### src/rtl/core_lsu_initiator.sv
// LSU initiator: converts execute-stage load/store ops into memory-arbiter
// transactions, with lane steering, load extension and fault reporting.
module core_lsu_initiator #(
  parameter int AW             = 32,
  parameter int DW             = 32,
  parameter int TIMEOUT_CYCLES = 256
) (
  input  logic          i_clk,
  input  logic          i_rst,
  input  logic          i_clk_en,
  input  logic          i_req_valid,
  output logic          o_req_ready,
  input  logic          i_req_we,
  input  logic [2:0]    i_req_funct3,
  input  logic [AW-1:0] i_req_addr,
  input  logic [DW-1:0] i_req_wdata,
  output logic          o_rsp_valid,
  output logic [DW-1:0] o_rsp_data,
  output logic          o_rsp_fault,
  output logic [1:0]    o_rsp_cause,
  output logic          o_lsu_read,
  output logic [AW-1:0] o_r_lsu_addr,
  input  logic [DW-1:0] i_r_lsu_data,
  input  logic          i_lsu_ack,
  output logic          o_lsu_write,
  output logic [AW-1:0] o_w_lsu_addr,
  output logic [3:0]    o_w_lsu_byte_en,
  output logic [DW-1:0] o_w_lsu_data
);

  localparam logic [1:0] S_IDLE  = 2'd0;
  localparam logic [1:0] S_WRITE = 2'd1;
  localparam logic [1:0] S_READ  = 2'd2;
  localparam logic [1:0] S_RESP  = 2'd3;

  localparam logic [1:0] CAUSE_OK       = 2'b00;
  localparam logic [1:0] CAUSE_MISALIGN = 2'b01;
  localparam logic [1:0] CAUSE_TIMEOUT  = 2'b10;
  localparam logic [1:0] CAUSE_ILLEGAL  = 2'b11;

  localparam int              CW       = (TIMEOUT_CYCLES > 1) ? $clog2(TIMEOUT_CYCLES) : 1;
  localparam logic [CW-1:0]   CNT_LAST = CW'((TIMEOUT_CYCLES > 0) ? TIMEOUT_CYCLES - 1 : 0);

  logic [1:0]    state;
  logic [CW-1:0] cnt;
  logic [2:0]    funct3_q;
  logic [1:0]    ofs_q;

  logic          illegal;
  logic          misaligned;
  logic [3:0]    be_nxt;
  logic [DW-1:0] wd_nxt;
  logic [7:0]    lane_b;
  logic [15:0]   lane_h;
  logic [DW-1:0] ld_ext;

  // Request decode. Stores only accept B/H/W; the unsigned variants are load-only.
  // NOTE: every signal written in always_comb gets a default first so no latch is inferred.
  always_comb begin
    illegal    = 1'b0;
    misaligned = 1'b0;
    be_nxt     = 4'b0000;
    wd_nxt     = i_req_wdata;
    case (i_req_funct3)
      3'b000: begin
        be_nxt = 4'b0001 << i_req_addr[1:0];
        wd_nxt = {4{i_req_wdata[7:0]}};
      end
      3'b001: begin
        be_nxt     = 4'b0011 << i_req_addr[1:0];
        wd_nxt     = {2{i_req_wdata[15:0]}};
        misaligned = i_req_addr[0];
      end
      3'b010: begin
        be_nxt     = 4'b1111;
        misaligned = |i_req_addr[1:0];
      end
      3'b100: illegal = i_req_we;
      3'b101: begin
        illegal    = i_req_we;
        misaligned = i_req_addr[0];
      end
      default: illegal = 1'b1;
    endcase
  end

  // Load lane select and extension, driven by the offset/size captured at accept.
  always_comb begin
    lane_b = i_r_lsu_data[{ofs_q, 3'b000} +: 8];
    lane_h = ofs_q[1] ? i_r_lsu_data[31:16] : i_r_lsu_data[15:0];
    case (funct3_q)
      3'b000:  ld_ext = {{24{lane_b[7]}}, lane_b};
      3'b100:  ld_ext = {24'b0, lane_b};
      3'b001:  ld_ext = {{16{lane_h[15]}}, lane_h};
      3'b101:  ld_ext = {16'b0, lane_h};
      default: ld_ext = i_r_lsu_data;
    endcase
  end

  // NOTE: sequential state uses non-blocking assignments so every register
  // samples pre-edge values regardless of statement order.
  always_ff @(posedge i_clk) begin
    if (i_rst) begin
      state           <= S_IDLE;
      cnt             <= '0;
      funct3_q        <= 3'b000;
      ofs_q           <= 2'b00;
      o_req_ready     <= 1'b1;
      o_rsp_valid     <= 1'b0;
      o_rsp_data      <= '0;
      o_rsp_fault     <= 1'b0;
      o_rsp_cause     <= CAUSE_OK;
      o_lsu_read      <= 1'b0;
      o_r_lsu_addr    <= '0;
      o_lsu_write     <= 1'b0;
      o_w_lsu_addr    <= '0;
      o_w_lsu_byte_en <= 4'b0000;
      o_w_lsu_data    <= '0;
    end else if (i_clk_en) begin
      case (state)
        S_IDLE: begin
          if (i_req_valid && o_req_ready) begin
            o_req_ready <= 1'b0;
            funct3_q    <= i_req_funct3;
            ofs_q       <= i_req_addr[1:0];
            if (illegal || misaligned) begin
              state       <= S_RESP;
              o_rsp_valid <= 1'b1;
              o_rsp_fault <= 1'b1;
              o_rsp_cause <= illegal ? CAUSE_ILLEGAL : CAUSE_MISALIGN;
              o_rsp_data  <= '0;
            end else if (i_req_we) begin
              state           <= S_WRITE;
              o_lsu_write     <= 1'b1;
              o_w_lsu_addr    <= {i_req_addr[AW-1:2], 2'b00};
              o_w_lsu_byte_en <= be_nxt;
              o_w_lsu_data    <= wd_nxt;
            end else begin
              state        <= S_READ;
              o_lsu_read   <= 1'b1;
              o_r_lsu_addr <= {i_req_addr[AW-1:2], 2'b00};
              cnt          <= '0;
            end
          end
        end
        S_WRITE: begin
          state       <= S_RESP;
          o_lsu_write <= 1'b0;
          o_rsp_valid <= 1'b1;
          o_rsp_fault <= 1'b0;
          o_rsp_cause <= CAUSE_OK;
          o_rsp_data  <= '0;
        end
        S_READ: begin
          // An ack in the final allowed cycle beats the timeout.
          if (i_lsu_ack) begin
            state       <= S_RESP;
            o_lsu_read  <= 1'b0;
            o_rsp_valid <= 1'b1;
            o_rsp_fault <= 1'b0;
            o_rsp_cause <= CAUSE_OK;
            o_rsp_data  <= ld_ext;
          end else if ((TIMEOUT_CYCLES != 0) && (cnt == CNT_LAST)) begin
            state       <= S_RESP;
            o_lsu_read  <= 1'b0;
            o_rsp_valid <= 1'b1;
            o_rsp_fault <= 1'b1;
            o_rsp_cause <= CAUSE_TIMEOUT;
            o_rsp_data  <= '0;
          end else begin
            cnt <= cnt + CW'(1);
          end
        end
        default: begin
          state       <= S_IDLE;
          o_req_ready <= 1'b1;
          o_rsp_valid <= 1'b0;
          o_rsp_fault <= 1'b0;
          o_rsp_cause <= CAUSE_OK;
          o_rsp_data  <= '0;
        end
      endcase
    end
  end

endmodule

### config.mk
export PLATFORM = sky130hd
export DESIGN_NAME = core_lsu_initiator
export DESIGN_NICKNAME = d
export VERILOG_FILES = /design/src/rtl/core_lsu_initiator.sv
export SDC_FILE = /design/constraint.sdc
export NUM_CORES = 1
export LEC_CHECK = 0
export CAP_MARGIN = 20
export CORE_UTILIZATION = 41
export DETAILED_ROUTE_END_ITERATION = 6
export GPL_ROUTABILITY_DRIVEN = 0
export GPL_TIMING_DRIVEN = 0
export PLACE_DENSITY = 0.77
export SLEW_MARGIN = 20
export SYNTH_ARGS = -nofsm -noshare
export SYNTH_HDL_FRONTEND = slang
export SYNTH_SLANG_ARGS = --single-unit
### constraint.sdc
create_clock -name i_clk -period 1.8 [get_ports i_clk]
set_input_delay 0.36 -clock i_clk [delete_from_list [all_inputs] [get_ports i_clk]]
set_output_delay 0.36 -clock i_clk [all_outputs]
set_load 0.02 [all_outputs]
# Word-level counts from Yosys, hierarchy flattened
# Cells that the tools add are included.
op_classes:
  bitwise_logic: 3
  n_reduce_logical: 21
  eq_ne: 18
  muxes: 48
  n_addsub: 1
  shift: 3
op_table:
  columns: ["op", "n"]
  rows:
  - ["$mux W32", 4]
  - ["$pmux W32 S2", 2]
  - ["$pmux W32 S4", 1]
  - ["$mux W8", 5]
  - ["$shiftx A32 B6 Y8", 1]
  - ["$mux W2", 10]
  - ["$mux W16", 1]
  - ["$pmux W8 S2", 1]
  - ["$reduce_and A5 Y1", 3]
  - ["$mux W1", 14]
  - ["$ne A2 B2 Y1 const B", 7]
  - ["$eq A3 B3 Y1 const B", 4]
  - ["$pmux W1 S2", 6]
  - ["$pmux W4 S3", 1]
  - ["$reduce_and A3 Y1", 3]
  - ["$add A8 B1 Y8 const B", 1]
  - ["$eq A8 B8 Y1 const B", 1]
  - ["$reduce_or A2 Y1", 4]
  - ["$reduce_and A7 Y1", 1]
  - ["$eq A3 B1 Y1 const B", 2]
  - ["$logic_not A3 Y1", 2]
  - ["$pmux W2 S3", 1]
  - ["$reduce_and A6 Y1", 1]
  - ["$pmux W2 S2", 1]
  - ["other kinds (14)", 17]
totals:
  inputBits: 105
  elab_cells: 109
  regBits: 150

# Logic depth before layout (Yosys ltp)
depth:
  ltp_word: 7
  ltp_mapped: 9
  mapped_depth_nobuf: 6

# Least setup slack after synthesis
# OpenSTA, ideal clock, no wires.
synth_path:
  kind: "in2reg"
  from: "input port i_req_addr[1]"
  to: "register cnt[1]"
  path_buffers: 2
  path_stages: 6
  required_time_ns: 1.728
  setup_time_ns: 0.072
  arrival_ns: 1.894
  path_slack_ns: -0.166
  cell_sequence: "buf_2 -> or4_4 -> a211o_1 -> buf_6 -> a22oi_4 -> mux2i_1"
synth_via:
  elab_chain_cells: 5
synth_lines:
  columns: ["element", "line", "source"]
  rows:
  - ["start, declared", "15", "input logic [AW-1:0] i_req_addr,"]
  - ["$reduce_or A2 Y1", "76", "misaligned = |i_req_addr[1:0];"]
  - ["$pmux W1 S2", "64", "case (i_req_funct3)"]
  - ["$logic_or A1 B1 Y1", "126", "if (illegal || misaligned) begin"]
  - ["$ne A2 B2 Y1 (no line)", null, null]
  - ["$reduce_and A7 Y1 (no line)", null, null]
  - ["end signal, assigned", "171", "cnt <= cnt + CW'(1);"]
  - ["end, declared", "45", "logic [CW-1:0] cnt;"]
# Every way passes these cells.
# A chain may end at the register's enable or synchronous reset.

# Final worst setup path
layout_path:
  from: "register state[0]"
  to: "register cnt[7]"
layout_via:
  elab_chain_cells: 3
  word_cells_on_any_way: 10
layout_lines:
  columns: ["element", "line", "source"]
  rows:
  - ["start, declared", "44", "logic [1:0] state;"]
  - ["start signal, assigned", "104", "state <= S_IDLE;"]
  - ["start signal, assigned", "127", "state <= S_RESP;"]
  - ["start signal, assigned", "133", "state <= S_WRITE;"]
  - ["$eq A2 B2 Y1 or $logic_not A2 Y1 (tied branches)", "120", "case (state)"]
  - ["$ne A2 B2 Y1 (no line) or $reduce_bool A2 Y1 (tied branches)", null, null]
  - ["$reduce_and A7 Y1 (no line)", null, null]
# Parallel ways exist; a longest one is shown, timed or not.

==> flow_summary.yaml <==
floorplan:
  die_w_um: 131
  core_area_um2: 16000
  row_count: 46
  die_h_um: 131
  design.portCount: 244
  dieArea_um2: 17100
  start_util_pct: 42.4
worst_setup_path:
  r2r_slack_ns: 0.001
  cp_max_fo: 3
  cp.required_ns: 2.14
  critPathKind: "flop to flop"
  start_kind: "flop"
  regToRegStartpoint: "state[0]"
  crit_path_end_kind: "flop"
  regToRegEndpoint: "cnt[7]"
  cp_data_arrival_time_ns: 2.14
  reg2reg_depth: 7
grt:
  grt_pass1_wl_mm: 36.6
  grt_max_degree: 17
  grt_pass1_vias: 6928
  grt-ovfl-total: 0
  grt_usage_pct: 27.8
  antenna_found_initial: 0
pwr:
  leakagePower_nw: 3.94
  power_density_nw_per_um2: 904
  vdd_drop_max_mv: 0.687
  power_w: 0.00954
synthesis:
  avgSynthCellArea_um2: 8.19
  syn-cell-area_um2: 6780
  ys_ff_latch: 150
  ys_seq_area_share_pct: 44.3
  syn_inst: 828
  ys_async_sr_fraction_pct: 0
  synth_top_flop_cell: "dfxtp_1"
  ys_types: 59
  yosys-top-cells-area: "dfxtp_1, nand2_1, a21oi_1"
  yosysWarnings: 0
  yosys.area.top_type_share_pct: 44.3
  synth_edf_count: 0
  yosysTopAreaCell: "dfxtp_1"
hold_path:
  hp-class: "input pin to flop"
  hold_path_startpoint: "i_req_funct3[2]"
  hold_depth: 3
  hold_end: "o_w_lsu_byte_en[0]"
clock_tree:
  cts-root-buf: "clkbuf_16"
  clock_sinks: 150
  numCtsBuffers: 17
  cts.clk_slew.worst_paths_ns: 0.06
  ctsHtreeMaxLevel: 4
  clockBufferDepth: 2
  clkLatencyLatePin_ns: 0.42
  cts_tree: "built"
drt:
  dr.first_iter.drc_count: 635
  drc: 0
  routed_wl_mm: 24.0
  drtPass1Iterations: 5
  vias: 7400
  routed_via_density: 5.59
  ant_nets: 0
  routedWlPerCell_um: 18.2
layout:
  layout_commonest_cell: "clkdlybuf4s50_1"
  areaGrowthSynthToFinish_pct: 55.5
  drive_above_1_share_pct: 12.8
  seq_area_um2: 3010
  n_fill_cell: 1370
  instances_no_fill: 1324
  diodes: 0
  utilization_pct: 65.9
  multiInputGateArea_um2: 3650
  nNetsFinal: 1208
  final_cell_mix: "clkdlybuf4s50_1, nand2_1, dfxtp_1, a21oi_1, o21ai_0"
sta:
  fmax_mhz: 556
  tns_ns: 0
  skew_ns: 0.00883
  tightestPinTransition_ns: 0.719
  holdWs_ns: 0.278
  hold_viol: 0
  slew_headroom_pct: 51.7
  drv_slew: 0
  period_share_pct: 99.9
  fin_crit_ns: 1.80
  rsz0062_at_grt: "true"
  setup_violations: 0
job:
  maxCapViolCount: 0
placement:
  dp_cells: 1283
  dpl.hpwl_mm: 17.1
  portBuffers: 236
status:
  outcome: "finished, final reports clean"
-- area by class of cell --
class,instances,share of cell area [%]
Buffer,71,4.50
Clock buffer,21,4.46
Clock inverter,8,0.735
Inverter,20,0.783
Multi-Input combinational cell,586,34.6
Tap cell,216,2.56
Timing Repair Buffer,252,23.8
Sequential cell,150,28.6
-- state kept, by name (all words and copies together), names as in the netlist, 2 cells and up --
register / cells
o_r_lsu_addr: 30
o_rsp_cause: 2
ofs_q: 2
cnt: 8
o_w_lsu_data: 32
state: 2
o_w_lsu_addr: 30
o_w_lsu_byte_en: 4
funct3_q: 3
o_rsp_data: 32
-- cell families after synthesis --
group	after synthesis	share of synthesized area, %
and+or+nand+nor	280	17.7
AOI/OAI and AO/OA	251	24.2
DFF	150	44.3
buffers and inverters	95	5.92
muxes	46	6.90
adders and majority gates	5	0.922
other	1	0.0553
-- layer usage --
metal | wire (um) | part of all wire (%) | GRT usage [%] | up-vias
met2 | 11400 | 48 | 45.4 | 362
met4 | 785 | 3.3 | 10.8 | 0
li1 | - | - | - | 3472
met3 | 2120 | 8.8 | 8.67 | 73
met1 | 9710 | 40 | 34.1 | 3493
met5 | 0 | 0 | 0 | -
-- worst max path at each step --
stage,cells after the start,startpoint,slack (ns),end
2_1_floorplan,6,i_req_funct3[2],-0.1,cnt[1]
5_1_grt,8,state[0],-0.03,cnt[3]
3_3_place_gp,8,i_req_funct3[0],-0.78,o_w_lsu_addr[6]
6_report,7,state[0],0.001,cnt[7]
4_1_cts,7,i_req_addr[0],0.007,cnt[6]
3_5_place_dp,8,i_req_funct3[0],-0.84,o_w_lsu_data[7]
-- through the flow --
step,setup slack [ns],area (um2)
floorplan,-0.0953,6820
global placement,-0.781,9450
detailed placement,-0.836,9450
CTS,0.00666,10300
global route,-0.0284,10500
finish,0.00109,10500
-- critical path, stage by stage, from the launching register on --
cell	delay, ns
dfxtp_4	0.36
inv_6	0.07
ha_4	0.14
nand4_1	0.16
a211o_1	0.37
buf_4	0.16
a211o_1	0.29
o211ai_1	0.16
-- cell usage after synthesis, types with 2 or more instances --
master and number:
and3_1 2, mux2_2 6, ha_1 5, a211oi_1 5, or2_2 2, a32o_1 7
nand2b_1 5, nand3b_1 4, o21ai_1 2, inv_1 20, nor3_1 7, a311oi_1 11
nor2b_1 6, a31oi_1 6, and4_1 2, buf_2 15, o32a_1 7, o31ai_1 2
nand2_1 195, a22oi_1 19, buf_4 5, dfxtp_1 150, o211ai_1 11, o221ai_1 5
a211o_1 6, nor2_1 19, o32ai_1 3, nand3_1 22, a31o_2 2, or3_1 4
nand4_1 6, a21o_1 4, o21a_1 2, o21ai_0 43, mux2i_1 40, buf_1 8
a21oi_1 96, clkbuf_1 46, nor4_1 2, o22a_1 7
-- timing repair --
item | CTS | global route
buffers inserted | 12 | 4
gates cloned | 0 | 0
gates resized for setup | 87 | 64
pin swaps | 8 | 7
hold buffers | 0 | 0
setup endpoints to repair | 145 | 116
-- report_power, final --
group / total, W / internal [W] / switching [W]
Combinational: 0.00257 / 0.00118 / 0.00139
Sequential: 0.00361 / 0.00348 / 0.000123
Clock: 0.00336 / 0.00198 / 0.00138
Total: 0.00954 / 0.00664 / 0.00290
No activity file was read; power rests on OpenSTA's default activity.
